$ cat src/rtl/pushbutton_pkg.sv
// Shared constants and counter sizing for the pushbutton front end.
package pushbutton_pkg;

    localparam int PB_DEBOUNCE_CYC_DEF = 16;
    localparam int PB_LONG_CYC_DEF     = 1000;

    // Counter width able to hold values 0..n-1, never narrower than one bit.
    function automatic int cnt_width(input int n);
        return (n < 2) ? 1 : $clog2(n);
    endfunction

endpackage

$ cat src/rtl/pushbutton_array_if.sv
// Button pins in, debounced levels and events out, one bit per channel.
interface pushbutton_array_if #(
    parameter int N_BTN = 4
);
    logic [N_BTN-1:0] pushn;
    logic [N_BTN-1:0] toggle_clr;
    logic [N_BTN-1:0] level;
    logic [N_BTN-1:0] press;
    logic [N_BTN-1:0] release_pulse;
    logic [N_BTN-1:0] long_press;
    logic [N_BTN-1:0] toggle;

    modport master (
        output pushn, toggle_clr,
        input  level, press, release_pulse, long_press, toggle
    );

    modport slave (
        input  pushn, toggle_clr,
        output level, press, release_pulse, long_press, toggle
    );
endinterface

$ cat src/rtl/pushbutton_chan.sv
// One button channel: synchroniser, debounce, press/release/long-press pulses
// and a clearable toggle. All outputs are registered.
module pushbutton_chan
    import pushbutton_pkg::*;
#(
    parameter int DEBOUNCE_CYC = PB_DEBOUNCE_CYC_DEF,
    parameter int LONG_CYC     = PB_LONG_CYC_DEF
) (
    input  logic clk,
    input  logic resetn,
    input  logic pushn,
    input  logic toggle_clr,
    output logic level,
    output logic press,
    output logic release_pulse,
    output logic long_press,
    output logic toggle
);

    localparam int DW = cnt_width(DEBOUNCE_CYC);
    localparam int HW = cnt_width(LONG_CYC + 1);
    localparam logic [DW-1:0] D_LAST = DW'(DEBOUNCE_CYC - 1);
    localparam logic [HW-1:0] H_MAX  = HW'(LONG_CYC);
    localparam logic [HW-1:0] H_PRE  = HW'(LONG_CYC - 1);

    logic          sync1;
    logic          sync2;
    logic          s;
    logic          accept;
    logic          level_next;
    logic [DW-1:0] dcnt;
    logic [HW-1:0] hcnt;

    // NOTE: synchroniser flops reset to the released pin level (1), so a
    // button held through reset is seen as a fresh press afterwards.
    always_ff @(posedge clk or negedge resetn) begin
        if (!resetn) begin
            sync1 <= 1'b1;
            sync2 <= 1'b1;
        end else begin
            sync1 <= pushn;
            sync2 <= sync1;
        end
    end

    assign s          = ~sync2;
    assign accept     = (s != level) && (dcnt == D_LAST);
    assign level_next = accept ? s : level;

    // NOTE: non-blocking assignments let every register here sample the old
    // level in the same edge, which is what makes press/release edge pulses.
    always_ff @(posedge clk or negedge resetn) begin
        if (!resetn) begin
            dcnt          <= '0;
            level         <= 1'b0;
            press         <= 1'b0;
            release_pulse <= 1'b0;
        end else begin
            if ((s == level) || accept) begin
                dcnt <= '0;
            end else begin
                dcnt <= dcnt + DW'(1);
            end
            level         <= level_next;
            press         <= level_next & ~level;
            release_pulse <= ~level_next & level;
        end
    end

    // Hold counter saturates, so long_press fires only on its first arrival.
    always_ff @(posedge clk or negedge resetn) begin
        if (!resetn) begin
            hcnt       <= '0;
            long_press <= 1'b0;
        end else begin
            if (!level) begin
                hcnt <= '0;
            end else if (hcnt != H_MAX) begin
                hcnt <= hcnt + HW'(1);
            end
            long_press <= level && (hcnt == H_PRE);
        end
    end

    // Clear takes priority over a coincident press pulse.
    always_ff @(posedge clk or negedge resetn) begin
        if (!resetn) begin
            toggle <= 1'b0;
        end else if (toggle_clr) begin
            toggle <= 1'b0;
        end else if (press) begin
            toggle <= ~toggle;
        end
    end

endmodule

$ cat src/rtl/pushbutton_array.sv
// N_BTN independent pushbutton channels behind a single bus interface.
module pushbutton_array
    import pushbutton_pkg::*;
#(
    parameter int N_BTN        = 4,
    parameter int DEBOUNCE_CYC = PB_DEBOUNCE_CYC_DEF,
    parameter int LONG_CYC     = PB_LONG_CYC_DEF
) (
    input  logic               clk,
    input  logic               resetn,
    pushbutton_array_if.slave  bus
);

    for (genvar i = 0; i < N_BTN; i++) begin : g_chan
        pushbutton_chan #(
            .DEBOUNCE_CYC (DEBOUNCE_CYC),
            .LONG_CYC     (LONG_CYC)
        ) u_chan (
            .clk           (clk),
            .resetn        (resetn),
            .pushn         (bus.pushn[i]),
            .toggle_clr    (bus.toggle_clr[i]),
            .level         (bus.level[i]),
            .press         (bus.press[i]),
            .release_pulse (bus.release_pulse[i]),
            .long_press    (bus.long_press[i]),
            .toggle        (bus.toggle[i])
        );
    end

endmodule

$ cat src/flat_wrapper.sv
// flat-port wrapper written by rule: the top's interface ports become plain ports
module pushbutton_array_flat import pushbutton_pkg::*;
#(
    parameter int N_BTN        = 4,
    parameter int DEBOUNCE_CYC = PB_DEBOUNCE_CYC_DEF,
    parameter int LONG_CYC     = PB_LONG_CYC_DEF
)
  (clk, resetn, bus_pushn, bus_toggle_clr, bus_level, bus_press, bus_release_pulse, bus_long_press, bus_toggle);
  pushbutton_array_if #(.N_BTN(N_BTN)) bus_i ();
  input  logic clk;
  input  logic resetn;
  input wire logic [$bits(bus_i.pushn)-1:0] bus_pushn;
  input wire logic [$bits(bus_i.toggle_clr)-1:0] bus_toggle_clr;
  output wire logic [$bits(bus_i.level)-1:0] bus_level;
  output wire logic [$bits(bus_i.press)-1:0] bus_press;
  output wire logic [$bits(bus_i.release_pulse)-1:0] bus_release_pulse;
  output wire logic [$bits(bus_i.long_press)-1:0] bus_long_press;
  output wire logic [$bits(bus_i.toggle)-1:0] bus_toggle;
  assign bus_i.pushn = bus_pushn;
  assign bus_i.toggle_clr = bus_toggle_clr;
  assign bus_level = bus_i.level;
  assign bus_press = bus_i.press;
  assign bus_release_pulse = bus_i.release_pulse;
  assign bus_long_press = bus_i.long_press;
  assign bus_toggle = bus_i.toggle;
  pushbutton_array #(.N_BTN(N_BTN), .DEBOUNCE_CYC(DEBOUNCE_CYC), .LONG_CYC(LONG_CYC)) u_core (.clk(clk), .resetn(resetn), .bus(bus_i));
endmodule
$ cat config.mk
export PLATFORM = sky130hd
export DESIGN_NAME = pushbutton_array_flat
export DESIGN_NICKNAME = d
export VERILOG_FILES = /design/src/rtl/pushbutton_pkg.sv /design/src/rtl/pushbutton_array_if.sv /design/src/rtl/pushbutton_chan.sv /design/src/rtl/pushbutton_array.sv /design/src/flat_wrapper.sv
export SDC_FILE = /design/constraint.sdc
export NUM_CORES = 1
export LEC_CHECK = 0
export ABC_CLOCK_PERIOD_IN_PS = 2100
export CORE_ASPECT_RATIO = 0.8
export CORE_UTILIZATION = 35
export CTS_CLUSTER_SIZE = 30
export DETAILED_ROUTE_END_ITERATION = 12
export MAX_ROUTING_LAYER = met4
export SYNTH_ARGS = -nofsm -noshare
export SYNTH_HDL_FRONTEND = slang
export SYNTH_SLANG_ARGS = --single-unit
$ cat constraint.sdc
create_clock -name clk -period 2.1 [get_ports clk]
set_input_delay 0.42 -clock clk [delete_from_list [all_inputs] [get_ports clk]]
set_output_delay 0.42 -clock clk [all_outputs]
set_load 0.01 [all_outputs]
## After elaboration in Yosys (flattened, before gate mapping)

Cells that the tools add are included.

- Input port bits: 10
- Logic and storage cells: 132
- Output and inout bits: 20
- Register bits after elaboration: 84

- Reductions and logical operators: 16
- Equal/unequal tests: 24
- $add $sub $neg: 8
- Multiplexer cells: 24
- Bitwise logic cells: 24

Operators by type and width:

| kind | count |
|---|---|
| 2-to-1 mux 10 bit | 8 |
| adder 10 x 1 -> 10 bit, second input constant | 4 |
| == test 10 bit, second input constant | 4 |
| inequality test 10 bit, second input constant | 4 |
| adder 4 x 1 -> 4 bit, second input constant | 4 |
| == test 4 bit, second input constant | 4 |
| 2-to-1 mux 4 bit | 4 |
| NOT 1 bit | 16 |
| 2-to-1 mux 1 bit | 12 |
| AND 1 bit | 8 |
| logical AND 1 bit | 8 |
| inequality test 2 x 1 -> 1 bit, second input constant | 4 |
| nonzero test 2 bit | 4 |
| == test 1 bit | 4 |
| logical OR 1 bit | 4 |
| inequality test 1 bit | 4 |

## Depth between registers and ports, before layout

- Depth in word-level cells: 6
- Mapped depth: 5
- Mapped depth without buffers: 5

## By module

From an unflattened synthesis, not the netlist that was laid out.

- Cell total of the unflattened synthesis: 348
- Area total of the unflattened synthesis: 3728.6 um2

By module, submodules not included:

| module | cells an instance | seq. area each (um2) | instances | area an instance (um2) |
|---|---|---|---|---|
| pushbutton_chan | 87 | 528.0 | 4 | 932.1 |

## Least setup slack after synthesis

No wires, ideal clock.

- Path type: reg2reg
- Start point: register u_core.g_chan[1].u_chan.hcnt[5]
- End point: register u_core.g_chan[1].u_chan.hcnt[9]
- Path slack: 0.834 ns
- Buffers on the path: 0
- Required time: 2.022 ns
- Stages on the path, launching flop included: 4
- Setup time: 0.078 ns
- Period minus slack after synthesis: 1.266 ns
- Arrival time: 1.188 ns
- Cells stage by stage: dfrtp_1 > nand4_1 > or4_1 > a21oi_1

- Longest elaborated chain between the ends: 3
- Elaborated cells on any way between the ends: 5
- Classes of those cells: add/sub (1); eq/ne (2); mux (2)

Ends and longest elaborated chain:

| item | line | RTL |
|---|---|---|
| from (decl) | pushbutton_chan.sv:32 | `logic [HW-1:0] hcnt;` |
| from (signal assigned) | pushbutton_chan.sv:79 | `hcnt <= hcnt + HW'(1);` |
| adder 10 x 1 -> 10 bit | pushbutton_chan.sv:79 |  |
| 2-to-1 mux 10 bit | pushbutton_chan.sv:78 | `end else if (hcnt != H_MAX) begin` |
| 2-to-1 mux 10 bit | pushbutton_chan.sv:76 | `if (!level) begin` |

Several ways; a longest one is shown, not always the timed one. The select of a mux whose other input is x is not followed.
A chain may end at the register's enable or synchronous reset.

## Final worst setup path

- Start point: register u_core.g_chan[1].u_chan.level
- End point: output port bus_level[1]

RTL lines:

| item | line | RTL |
|---|---|---|
| from (decl) | pushbutton_chan.sv:13 | `output logic level,` |
| from (signal assigned) | pushbutton_chan.sv:64 | `level <= level_next;` |
| to (decl) | flat_wrapper.sv:14 | `output wire logic [$bits(bus_i.level)-1:0] bus_level;` |

No word-level cell between the ends.

==> metrics.md <==
| Metric | Value |
|---|---|
| Final Skew | `roughly 5.4 ps` |
| Final #Nets | `a little over 400` |
| Critical path class | `reg -> out` |
| Unrepaired setup endpoints after global routing | `false` |
| Synth unique cells | `28` |
| Post-synthesis net count | `390` |
| Clock latency on the worst-skew pair | `340 ps` |
| Max cap viols | `0` |
| Antenna violations before repair | `0` |
| Core area | `about 10000 sq um` |
| Final Util | `43.0%` |
| Synthesis-stage register bit count | `84` |
| Via Count | `roughly 2.5k` |
| Layout Cells excl Fill | `532` |
| Setup TNS | `0 ps` |
| Crit path cell chain | `clkdlybuf4s50_1` |
| Vias in the first global route | `2551` |
| Largest delay share family, worst path | `buffers and inverters` |
| Initial Utilization | `36.7%` |
| Max Buffers Root-to-Sink | `2` |
| Top Ports | `30` |
| Final wirelength | `6420 um` |
| Post-Synthesis Cells | `around 370` |
| Arrival @ worst endpoint | `1520 ps` |
| Yosys warnings | `0` |
| CTS Root Cell | `clkbuf_16` |
| Antenna-violating nets left | `0` |
| Post-CTS sizing | `0` |
| Failing checks | `negative hold slack` |
| Worst-margin pin slew | `462 ps` |
| CTS tree | `yes` |
| Vias/cell | `roughly 4.8` |
| CTS Hold Bufs | `0` |
| Fmax | `517 MHz` |
| Synthesized area | `3850 sq um` |
| Critical Path Source Type | `flip-flop` |
| Post-route DRC | `0` |
| Crit path capture type | `output pin` |
| Final min period | `1940 ps` |
| Gpl congestion | `0.746` |
| Post-CTS setup buffers | `0` |
| Clk pin slew, worst setup/hold paths | `60 ps` |
| Tot GR Track Use | `13.2%` |
| Critical path depth in cells | `1` |
| Buffer and inverter count on the worst path | `1` |
| Worst EP required | `1680 ps` |
| Yosys top cell by area | `dfrtp_1` |
| Fin. Hold Viols | `4` |
| Area of the multi-input gates | `around 1500 sq um` |
| Mean Syn Cell Area | `around 10 sq um` |
| First-pass GRT wire length | `~11000 um` |
| Final setup viols | `0` |
| Synth top area share | `49.4%` |
| Hold WC Path Type | `in -> async` |
| Max incr delay on CP | `610 ps` |
| Number of diodes | `0` |
| Area grow syn2layout | `17.1%` |
| Clk sinks | `84` |
| Post-synth top cells | `dfrtp_1 (76), nand2_1 (36), nor2_1 (32), inv_1 (23)` |
| Pwr dens | `768 nW/um^2` |
| Final hold slack | `-4.58 ps` |
| Most frequent cell after synthesis | `dfrtp_1` |
| Dpl cells | `516` |
| H-tree depth | `3` |
| Tcrit/Tclk final | `92.2%` |
| Die span in y | `95.8 um` |
| DIE AREA | `around 11000 sq um` |
| Main area contributors after synthesis | `dfrtp_1 (49%), dfstp_2 (5.5%), buf_4 (3.9%), ha_1 (3.9%), xor2_1 (3.6%)` |
| Initial DRC count | `196` |
| Post-synth EDFFs | `0` |
| FP Rows | `33` |
| Largest net degree at the start of global routing | `42` |
| I/O Buffers | `29` |
| Share of layout cells above drive strength 1 | `8.93%` |
| Fillers | `1009` |
| Seq/Total Area, Yosys | `54.9%` |
| Max stage delay cell, worst path | `clkdlybuf4s50_1` |
| Routed len/inst | `12.1 um` |
| Asr flop ratio synth | `100%` |
| CP max FO | `13` |
| Leak | `roughly 1.8 nW` |
| Worst R2R Path Depth | `5` |
| Remaining global-route overflow | `0` |
| HPWL after DPL | `4430 um` |
| FF/Latch Area | `2110 sq um` |
| Top FF cell, synth | `dfrtp_1` |
| Slew margin rel. | `just under 70%` |
| Pre-antenna DRT Iters | `6` |
| Status | `finished, violations left` |
| Final Max Slew Viols | `0` |
| CTS Buf Count | `9` |
| Peak VDD IR | `0.429 mV` |
| Die Span X | `roughly 120 um` |
placed cells by master (no fill, tap or decap):
cell	synthesis	routed
clkbuf_8	0	1
nor2_1	32	32
clkbuf_16	0	9
nand2b_1	4	4
buf_4	20	3
dfrtp_1	76	76
mux2i_1	8	8
bufinv_16	0	2
o21ai_0	17	17
xnor2_1	8	8
or4_1	8	8
o22ai_1	2	2
xor2_1	16	16
clkinv_2	0	2
nand4_1	7	7
nand3_2	2	2
a21oi_1	20	20
nand3_1	18	18
inv_1	23	23
clkdlybuf4s50_1	0	28
or3_1	12	12
nand2_1	36	36
ha_1	12	12
buf_12	0	1
nand4_2	1	1
nor4_1	3	3
nor3_1	5	5
nand4b_1	5	5
nand3b_1	8	8
dfstp_2	8	8
nor4_2	4	4
o31ai_1	9	9
clkinv_4	0	2
power breakdown:
group	internal [W]	switching, W	total [W]	leakage, nW
sequential	0.00165	0.0000195	0.00167	1.14
combinational	0.0000398	0.0000539	0.0000937	0.472
clock	0.00107	0.000624	0.00170	0.162
total	0.00276	0.000697	0.00346	1.77
through the flow:
stage	area [sq um]	power, W	setup WS (ps)
after detailed placement	4180	0.00180	507
after CTS	4510	0.00352	129
after floorplan	3850	0.00173	834
after global placement	4180	0.00180	533
after global routing	4510	0.00359	79.7
final	4510	0.00346	165
layer usage:
layer	share of wire, %	vias to the layer above	GRT usage (%)
li1	-	1287	-
met1	49	1211	15.9
met2	46	37	20.5
met3	3.7	7	4.27
met4	1.4	0	5.38
met5	0	-	-
final timing paths:
kind | from | end | slack (ps)
setup / recovery | u_core.g_chan[1].u_chan.level | bus_level[1] | 160
hold / removal | resetn | u_core.g_chan[2].u_chan.dcnt[3] | -5
setup reg to reg | u_core.g_chan[3].u_chan.hcnt[0] | u_core.g_chan[3].u_chan.hcnt[0] | 670
hold reg to reg | u_core.g_chan[0].u_chan.sync1 | u_core.g_chan[0].u_chan.sync2 | 360
max in group asynchronous | resetn | u_core.g_chan[1].u_chan.sync2 | 1480
min in group clk | u_core.g_chan[0].u_chan.sync1 | u_core.g_chan[0].u_chan.sync2 | 360
layout make-up:
class,count,share of cell area [%]
clock buffer,10,5.30
clock inverter,6,1.94
inverter,23,1.92
multi-input combinational,237,32.9
sequential,84,46.8
tap,140,3.89
timing repair buffer,32,7.16
sequential cells by signal, indices dropped and copies added (netlist names):
register / flops
u_core.g_chan.u_chan.press: 4
u_core.g_chan.u_chan.dcnt: 16
u_core.g_chan.u_chan.level: 4
u_core.g_chan.u_chan.hcnt: 40
u_core.g_chan.u_chan.toggle: 4
u_core.g_chan.u_chan.sync2: 4
u_core.g_chan.u_chan.release_pulse: 4
u_core.g_chan.u_chan.long_press: 4
u_core.g_chan.u_chan.sync1: 4
kinds of logic after synthesis:
family,Yosys count,synth area share (%)
flip-flops,84,54.9
AO/OA/AOI/OAI,48,6.89
AND/OR/NAND/NOR,145,20.3
XOR/XNOR,24,5.46
multiplexers,8,2.08
adder cells (fa/ha/maj),12,3.90
buffers and inverters,47,6.53
(Power assumes the default switching activity.)
